$ cat src/rtl/uart_rx_os16.sv
// ---------------------------------------------------------------------------
// uart_rx_os16 - 8N1 UART receiver with 16x oversampling.
//
// Consumes the serial line driven by the companion UART transmitter and
// turns each start/8-data/stop frame back into a byte. Bit timing comes from
// the shared oversample strobe boud_in (OS_RATE strobes per bit). The start
// bit is qualified at its centre and every later bit is sampled one full bit
// period after the previous sample, so all samples sit at bit centres.
//
// Ports:
//   clk        in   system clock, rising-edge
//   rst        in   synchronous active-high reset
//   boud_in    in   oversample strobe, one clk wide, OS_RATE per bit
//   rx         in   asynchronous serial line, idles high
//   rx_data    out  last good byte; held until the next good frame
//   rx_valid   out  1-cycle pulse when rx_data is updated
//   frame_err  out  1-cycle pulse when the stop bit samples low
//   busy       out  high whenever the receiver is not idle
// ---------------------------------------------------------------------------
module uart_rx_os16 #(
  parameter int DATA_BITS = 8,
  parameter bit MSB_FIRST = 1'b1,
  parameter int OS_RATE   = 16
) (
  input  logic       clk,
  input  logic       rst,
  input  logic       boud_in,
  input  logic       rx,
  output logic [7:0] rx_data,
  output logic       rx_valid,
  output logic       frame_err,
  output logic       busy
);

  localparam int            TW       = $clog2(OS_RATE);
  localparam logic [TW-1:0] TICK_MID = TW'(OS_RATE / 2 - 1);
  localparam logic [TW-1:0] TICK_END = TW'(OS_RATE - 1);
  localparam logic [2:0]    LAST_BIT = 3'(DATA_BITS - 1);

  typedef enum logic [1:0] {
    ST_IDLE,
    ST_START,
    ST_DATA,
    ST_STOP
  } state_t;

  state_t        r_state;
  logic [TW-1:0] r_tick_cnt;
  logic [2:0]    r_bit_cnt;
  logic [7:0]    r_shift;
  logic [7:0]    r_rx_data;
  logic          r_rx_valid;
  logic          r_frame_err;

  // Two-flop synchroniser plus a delayed copy for edge detection. All three
  // reset to the idle level so a reset never fabricates a falling edge.
  logic r_rx_meta;
  logic r_rx_s;
  logic r_rx_d;

  logic       w_fall;
  logic [7:0] w_shift_next;

  always_ff @(posedge clk) begin
    if (rst) begin
      r_rx_meta <= 1'b1;
      r_rx_s    <= 1'b1;
      r_rx_d    <= 1'b1;
    end else begin
      r_rx_meta <= rx;
      r_rx_s    <= r_rx_meta;
      r_rx_d    <= r_rx_s;
    end
  end

  // Requires a high-to-low transition, so a line parked low (break, or the
  // tail of a bad stop bit) cannot start a new frame.
  assign w_fall = r_rx_d & ~r_rx_s;

  generate
    if (MSB_FIRST) begin : g_msb_first
      assign w_shift_next = {r_shift[6:0], r_rx_s};
    end else begin : g_lsb_first
      assign w_shift_next = {r_rx_s, r_shift[7:1]};
    end
  endgenerate

  always_ff @(posedge clk) begin
    if (rst) begin
      r_state     <= ST_IDLE;
      r_tick_cnt  <= '0;
      r_bit_cnt   <= '0;
      r_shift     <= '0;
      r_rx_data   <= '0;
      r_rx_valid  <= 1'b0;
      r_frame_err <= 1'b0;
    end else begin
      r_rx_valid  <= 1'b0;
      r_frame_err <= 1'b0;
      case (r_state)
        ST_IDLE: begin
          if (w_fall) begin
            r_state    <= ST_START;
            r_tick_cnt <= '0;
          end
        end

        ST_START: begin
          if (boud_in) begin
            if (r_tick_cnt == TICK_MID) begin
              r_tick_cnt <= '0;
              r_bit_cnt  <= '0;
              // Still low at mid start bit: genuine start. Otherwise a glitch.
              r_state    <= r_rx_s ? ST_IDLE : ST_DATA;
            end else begin
              r_tick_cnt <= r_tick_cnt + 1'b1;
            end
          end
        end

        ST_DATA: begin
          if (boud_in) begin
            if (r_tick_cnt == TICK_END) begin
              r_tick_cnt <= '0;
              r_shift    <= w_shift_next;
              r_bit_cnt  <= r_bit_cnt + 1'b1;
              if (r_bit_cnt == LAST_BIT) begin
                r_state <= ST_STOP;
              end
            end else begin
              r_tick_cnt <= r_tick_cnt + 1'b1;
            end
          end
        end

        ST_STOP: begin
          if (boud_in) begin
            if (r_tick_cnt == TICK_END) begin
              // Returning to idle at mid stop bit re-arms the receiver early
              // enough to catch a back-to-back start edge.
              r_tick_cnt <= '0;
              r_state    <= ST_IDLE;
              if (r_rx_s) begin
                r_rx_data  <= r_shift;
                r_rx_valid <= 1'b1;
              end else begin
                r_frame_err <= 1'b1;
              end
            end else begin
              r_tick_cnt <= r_tick_cnt + 1'b1;
            end
          end
        end

        default: begin
          r_state <= ST_IDLE;
        end
      endcase
    end
  end

  assign rx_data   = r_rx_data;
  assign rx_valid  = r_rx_valid;
  assign frame_err = r_frame_err;
  assign busy      = (r_state != ST_IDLE);

endmodule

$ cat config.mk
export PLATFORM = sky130hd
export DESIGN_NAME = uart_rx_os16
export DESIGN_NICKNAME = d
export VERILOG_FILES = /design/src/rtl/uart_rx_os16.sv
export SDC_FILE = /design/constraint.sdc
export NUM_CORES = 1
export LEC_CHECK = 0
export CELL_PAD_IN_SITES_DETAIL_PLACEMENT = 2
export CELL_PAD_IN_SITES_GLOBAL_PLACEMENT = 2
export CORE_UTILIZATION = 41
export DETAILED_ROUTE_END_ITERATION = 7
export DONT_BUFFER_PORTS = 1
export PLACE_DENSITY = 0.91
export REMOVE_ABC_BUFFERS = 1
export SKIP_CTS_REPAIR_TIMING = 1
export SLEW_MARGIN = 25
export SYNTH_ARGS = -nofsm -noshare
export SYNTH_HDL_FRONTEND = slang
export SYNTH_SLANG_ARGS = --single-unit
$ cat constraint.sdc
create_clock -name clk -period 4.08 [get_ports clk]
set_clock_uncertainty 0.15 [all_clocks]
set_input_delay 0.816 -clock clk [delete_from_list [all_inputs] [get_ports clk]]
set_output_delay 0.816 -clock clk [all_outputs]
set_load 0.1 [all_outputs]
== Yosys cells after proc, flatten, opt, wreduce, memory -nomap -nowiden ==
Cells that the tools add are included.

* Add/subtract/negate cells: 2
* Eq/ne operators: 15
* Multiplexer cells: 23
* Bitwise gates (word level): 5
* Reduce and logical (&&, ||, !) cells: 10

{| class="wikitable"
|+ Operators by type and width
! operator !! number
|-
| two-way mux 4 bit || 5
|-
| two-way mux 2 bit || 9
|-
| inequality test 2 bit (second input constant) || 8
|-
| two-way mux 3 bit || 4
|-
| case mux 4 bit (3 select lines) || 1
|-
| case mux 2 bit (4 select lines) || 1
|-
| AND reduction 8 bit || 1
|-
| case mux 3 bit (2 select lines) || 1
|-
| AND reduction 3 bit || 2
|-
| AND reduction 5 bit || 1
|-
| adder 4 x 1 -> 4 bit (second input constant) || 1
|-
| == test 2 bit (second input constant) || 2
|-
| == test 4 x 3 -> 1 bit (second input constant) || 1
|-
| == test 4 bit (second input constant) || 1
|-
| inverter 1 bit || 4
|-
| AND reduction 4 bit || 1
|-
| nonzero test 2 bit || 2
|-
| OR reduction 4 bit || 1
|-
| adder 3 x 1 -> 3 bit (second input constant) || 1
|-
| == test 3 bit (second input constant) || 1
|-
| == test 2 x 1 -> 1 bit (second input constant) || 1
|-
| logical NOT 2 bit || 1
|-
| two-way mux 1 bit || 2
|-
| inequality test 2 x 1 -> 1 bit (second input constant) || 1
|-
| other kinds (2) || 2
|}

* Register bits after elaboration: 30
* Bits of input ports: 4
* Output and inout bits: 11
* Logic and storage cells: 65

== Depth between registers and ports, before layout ==
Gate-level depths: netlist (run 1).

* Depth after elaboration: 5
* Mapped depth: 6
* Mapped depth without buffers: 6

== Least setup slack after synthesis (run 1) ==
No wires, ideal clock.

* Path type: register to output
* Start: register r_state[0]
* End: output port busy
* Arrival: 0.949 ns
* Data required time: 3.114 ns
* Path slack: 2.165 ns
* Cell stages (with the launch flop): 3
* Buffers on the path: 1
* Path through: dfxtp_1 -> buf_2 -> or2_2

* Word-level cells in the longest chain between the ends: 1

{| class="wikitable"
|+ RTL lines
! element !! line !! source
|-
| start: declaration || 47 || <nowiki>state_t r_state;</nowiki>
|-
| start signal: assignment || 114 || <nowiki>r_state <= r_rx_s ? ST_IDLE : ST_DATA;</nowiki>
|-
| nonzero test 2 bit || 165 || <nowiki>assign busy = (r_state != ST_IDLE);</nowiki>
|-
| end: declaration || 32 || <nowiki>output logic busy</nowiki>
|}

Every way passes these cells.

==> results of run 1 <==
## power groups by stage
stage                     combinational (uW)  sequential (uW)  clock (uW)
after global placement                  18.4              306           0
after floorplan                         16.8              305           0
after detailed placement                19.0              306           0
after CTS                               19.5              299         201
final                                   19.3              299         192
after global routing                    20.9              300         209
## layout by cell type, fill, tap and decap left out
cell	Yosys	routed
nand4_2	1	1
a31oi_1	1	1
or3_1	1	1
clkinvlp_4	0	1
nand4_1	1	1
clkbuf_4	0	5
o21a_1	1	1
buf_4	1	1
o21ai_0	1	1
clkinv_2	0	1
a211oi_2	1	1
inv_1	1	1
or2_2	6	6
nand3_1	3	3
or4b_4	1	1
dfxtp_1	30	30
a22oi_1	2	2
nor2_1	26	26
and2_1	1	1
nor3b_1	3	3
a21oi_1	1	1
clkbuf_8	0	1
mux2i_1	21	21
o2111ai_2	1	1
nor3_1	2	2
o2111a_1	1	1
ha_1	3	3
and3b_1	3	3
nand2_1	6	6
## cells by family after synthesis
family	Yosys count	synth area share (%)
flip-flops	30	48.0
multiplexers	21	16.8
adder cells (fa/ha/maj)	3	3.00
AO/OA/AOI/OAI	9	6.20
buffers and inverters	9	3.90
AND/OR/NAND/NOR	54	22.1
## metrics by stage
| step | setup slack [ns] | area, sq um |
|---|---|---|
| after detailed placement | 1.97 | 1250 |
| after floorplan | 1.78 | 1210 |
| final | 1.57 | 1320 |
| after global placement | 2.02 | 1250 |
| after CTS | 1.56 | 1320 |
| after global routing | 1.49 | 1320 |
## routing by layer
metal,share of wire (%),vias to the layer above,routed length (um)
met5,0,-,0
met4,1.9,0,53
met3,4.8,7,135
met2,51,13,1430
met1,42,430,1190
li1,-,434,-
## synthesized netlist by cell type (all sizes together)
cell type,count
nor3,2
and3b,3
mux2i,21
a22oi,2
o21a,1
ha,3
or3,1
clkbuf,2
nand4,2
dfxtp,30
and2,1
or4b,1
nor2,26
buf,6
a31oi,1
nand3,3
o2111a,1
nor3b,3
a21oi,1
o21ai,1
inv,1
a211oi,1
or2,6
o2111ai,1
nand2,6
## worst paths after layout
kind / start / endpoint / slack (ns) / depth (start not counted)
worst max-delay path: register / busy / 1.57 / 1
worst min-delay path: r_rx_meta$_SDFF_PP1_ / r_rx_s$_SDFF_PP1_ / 0.28 / 1
worst max register to register: register / rx_data[5]$_SDFFE_PP0P_ / 2.03 / 4
worst min register to register: r_rx_meta$_SDFF_PP1_ / r_rx_s$_SDFF_PP1_ / 0.28 / 1
## state kept, by name (all words and copies together), names as in the netlist, named ones only
name / count
r_shift: 8
rx_data: 8
r_tick_cnt: 4
r_bit_cnt: 3
frame_err: 1
r_rx_d: 1
r_rx_meta: 1
r_rx_s: 1
r_state: 1
rx_valid: 1
## cell type report
cell class | count | area, sq um
fill | 324 | 1510
clock buffer | 6 | 51.3
timing repair buffer | 1 | 7.51
multi-input combinational | 87 | 602
clock inverter | 2 | 12.5
tap | 31 | 38.8
sequential | 30 | 601
inverter | 1 | 3.75
==> results.toml, run 1 <==
[sta]
fin_setup_tns_ns = 0
worst_pin_slew_ns = 0.979
drv_slew = 0
period_share_pct = 61.6
fmax_mhz = 398
period_needed_ns = 2.51
finalSetupViolCount = 0
rsz0062_at_grt = "no"
hold_slack_ns = 0.280
hold_viol = 0
relSlewSlack_pct = 34.6

[pwr]
p_total_uw = 511
p_per_area_nw_per_um2 = 388
p_leak_uw = 0.000573
peakVddDrop_mv = 0.207
switching_power_uw = 126
intPower_uw = 385
p_seq_share_pct = 58.6
switching_share_pct = 24.7
pwr-share-comb_pct = 3.8
clkPwrFrac_pct = 37.6

[global_routing]
track_usage_pct = 19.9
first_global_vias = 961
use_met3_pct = 7.71
grt_overflow_total = 0
grt_max_degree = 30
use_met2_pct = 33.6
met1_usage_pct = 22.3
grt_pass1_wl_um = 4720
antenna_found_initial = 0
top_usage_layer = "met2"

[setup_path]
cp.required_ns = 3.11
slowest_delay_ns = 0.63
startpoint_type = "register"
critPathArrivalTime_ns = 1.55
path_buf_inv = 0
crit_chain = "or2_2"
crit_type = "register to output pin"
crit_slowest_cell = "dfxtp_1"
path_delay_family = "flip-flops"
path_max_fanout = 15
cp-end-kind = "output pin"

[floorplan]
die_w_um = 57.2
core-area_sq_um = 2830
row_count = 19
pin_count = 15
start_util_pct = 44.2
die_h_um = 57.2
dieArea_sq_um = 3280

[yosys]
seq_area_frac_synth_pct = 48.0
synth_top_area_share_pct = 48.0
yosys_warnings = 0
ys_ff_latch = 30
syn-cell-area_sq_um = 1250
netlist.top_cell.by_area = "dfxtp_1"
synth_cell_type_count = 29
synth_cells = 126
postSynthAreaPerCell_sq_um = 9.93
synthTopCellsByArea = "dfxtp_1 (48%), mux2i_1 (17%), nor2_1 (7.8%), ha_1 (3.0%), or2_2 (3.0%)"

[clocking]
clk_pin_slew_ns = 0.10
clock-root-buffer = "clkbuf_4"
cts_sinks = 30
clk_latency_ns = 0.34
numCtsBuffers = 5
htreeDepth = 2
clockBufferDepth = 2
cts_tree = "done"

[outcome]
status = "complete, no violations"

[placed_design]
dpl.cell_count = 150
hpwl_um = 1980
portBuffers = 0
place_congestion = 0.719

[run]
max_cap_violations = 0

[layout]
nNetsFinal = 133
final-instance-count-excl-fill = 158
areaGrowthSynthToFinish_pct = 5.20
final_layout_size_suffix_gt1_share_pct = 15.0
fin_util_pct = 46.5
antennaDiodeCount = 0

[route]
drt_iter0_drc = 9
wirelength_um = 2810
vias = 884
wl_per_cell_um = 17.8
drc = 0
firstDrtPassIters = 4
viasPerCell = 5.59
ant_nets = 0

[hold_path]
hold_class = "register to register"
Power figures use the tool's default switching activity.
==> run 2: changes to the inputs <==
- CORE_UTILIZATION: 41 -> 38
- PLACE_DENSITY: 0.91 -> 0.86
- clock period: 4.08 -> 2.57 ns (I/O delays scaled with it)
==> results.toml, run 2 (synthesis gave the netlist of run 1 again) <==
[placed_design]
hpwl_um = 2060
portBuffers = 0
place_congestion = 0.752
dp_slack_ns = 0.558

[sta]
worst_pin_slew_ns = 0.498
finalSetupViolCount = 0
setup_ws_ns = 0.451
fmax_mhz = 472
drv_slew = 0
hold_slack_ns = 0.0918
period_needed_ns = 2.12
fin_setup_tns_ns = 0
rsz0062_at_grt = "no"
hold_viol = 0
period_share_pct = 82.5
relSlewSlack_pct = 66.8

[route]
drc = 0
firstDrtPassIters = 2
ant_nets = 0
viasPerCell = 5.12
wirelength_um = 2880
vias = 926
drt_iter0_drc = 44
wl_per_cell_um = 15.9

[setup_path]
critPathArrivalTime_ns = 1.46
reg2reg_to = "rx_data[0]$_SDFFE_PP0P_"
startpoint_type = "register"
crit_type = "register to output pin"
cp-endpoint = "busy"
cp-end-kind = "output pin"
path_max_fanout = 15
cp.required_ns = 1.91
timing.rr.start = "r_tick_cnt[0]$_SDFFE_PP0P_"
r2r_slack_ns = 0.56
r2r_cells = 5

[clocking]
clock-root-buffer = "clkbuf_4"
clockBufferDepth = 2
cts_sinks = 30
clk_latency_ns = 0.33
clk_pin_slew_ns = 0.10
numCtsBuffers = 5
cts_tree = "done"
htreeDepth = 2

[global_routing]
grt_overflow_total = 0
first_global_vias = 1018
antenna_found_initial = 0
grt_pass1_wl_um = 4910
track_usage_pct = 19.6
grt_max_degree = 30

[floorplan]
die_h_um = 59.4
row_count = 20
dieArea_sq_um = 3530
start_util_pct = 40.7
pin_count = 15
die_w_um = 59.4
core-area_sq_um = 3080

[pwr]
peakVddDrop_mv = 0.243
p_leak_uw = 0.000629
p_total_uw = 762
p_per_area_nw_per_um2 = 545

[outcome]
status = "complete, no violations"

[hold_path]
hold_class = "input port to register"

[run]
max_cap_violations = 0

[layout]
fillers = 343
final_layout_size_suffix_gt1_share_pct = 21.2
nNetsFinal = 144
fin_util_pct = 45.4
layout_common_cells = "dfxtp_1 (30), nor2_1 (26), mux2i_1 (21)"
layout_commonest_cell = "dfxtp_1"
areaGrowthSynthToFinish_pct = 11.8
antennaDiodeCount = 0
-- run 2: cell types whose count changed in the layout (fill, tap and decap cells not counted), sizes merged --
cell      previous run  this run
clkinvlp             1         0
buf                  1        12
clkinv               1         2
clkbuf               6         5
-- run 2: final cells by class --
class | instances | area (sq um) | share of cell area, %
Clock buffer | 5 | 37.5 | 2.68
Clock inverter | 2 | 10.0 | 0.716
Inverter | 1 | 3.75 | 0.268
Multi-Input combinational cell | 87 | 602 | 43.0
Sequential cell | 30 | 601 | 42.9
Tap cell | 44 | 55.1 | 3.94
Timing Repair Buffer | 12 | 90.1 | 6.44
-- run 2: critical path: stages (launching register included) --
cell	delay [ns]
dfxtp_1	0.64
or2_2	0.21
buf_4	0.29
-- run 2: per-stage QoR --
stage / instances / cell area [sq um]
floorplan: 118 / 1210
finish: 181 / 1400
global placement: 174 / 1350
detailed placement: 174 / 1350
global route: 181 / 1400
CTS: 181 / 1400
-- run 2: per-layer routing --
layer	track usage [%]	share of wire [%]	up-vias
li1	-	-	450
met1	20.8	43	456
met2	34.7	51	13
met3	6.77	4.1	7
met4	9.18	1.9	0
met5	0	0	-
-- run 2: where the power goes --
group	switching [uW]	internal, uW
registers	6.79	469
logic	20.0	12.2
clock network	156	98.1
-- run 2: worst min path at each step --
stage                    startpoint                          to  slack (ns)  cells past startpoint
6_report                        rst  r_tick_cnt[3]$_SDFFE_PP0P_        0.09                      1
5_1_grt                         rst  r_tick_cnt[1]$_SDFFE_PP0P_        0.05                      1
4_1_cts                         rst  r_tick_cnt[3]$_SDFFE_PP0P_        0.08                      1
3_5_place_dp   r_rx_meta$_SDFF_PP1_           r_rx_s$_SDFF_PP1_        0.27                      1
3_3_place_gp   r_rx_meta$_SDFF_PP1_           r_rx_s$_SDFF_PP1_        0.25                      1
2_1_floorplan  r_rx_meta$_SDFF_PP1_           r_rx_s$_SDFF_PP1_        0.24                      1
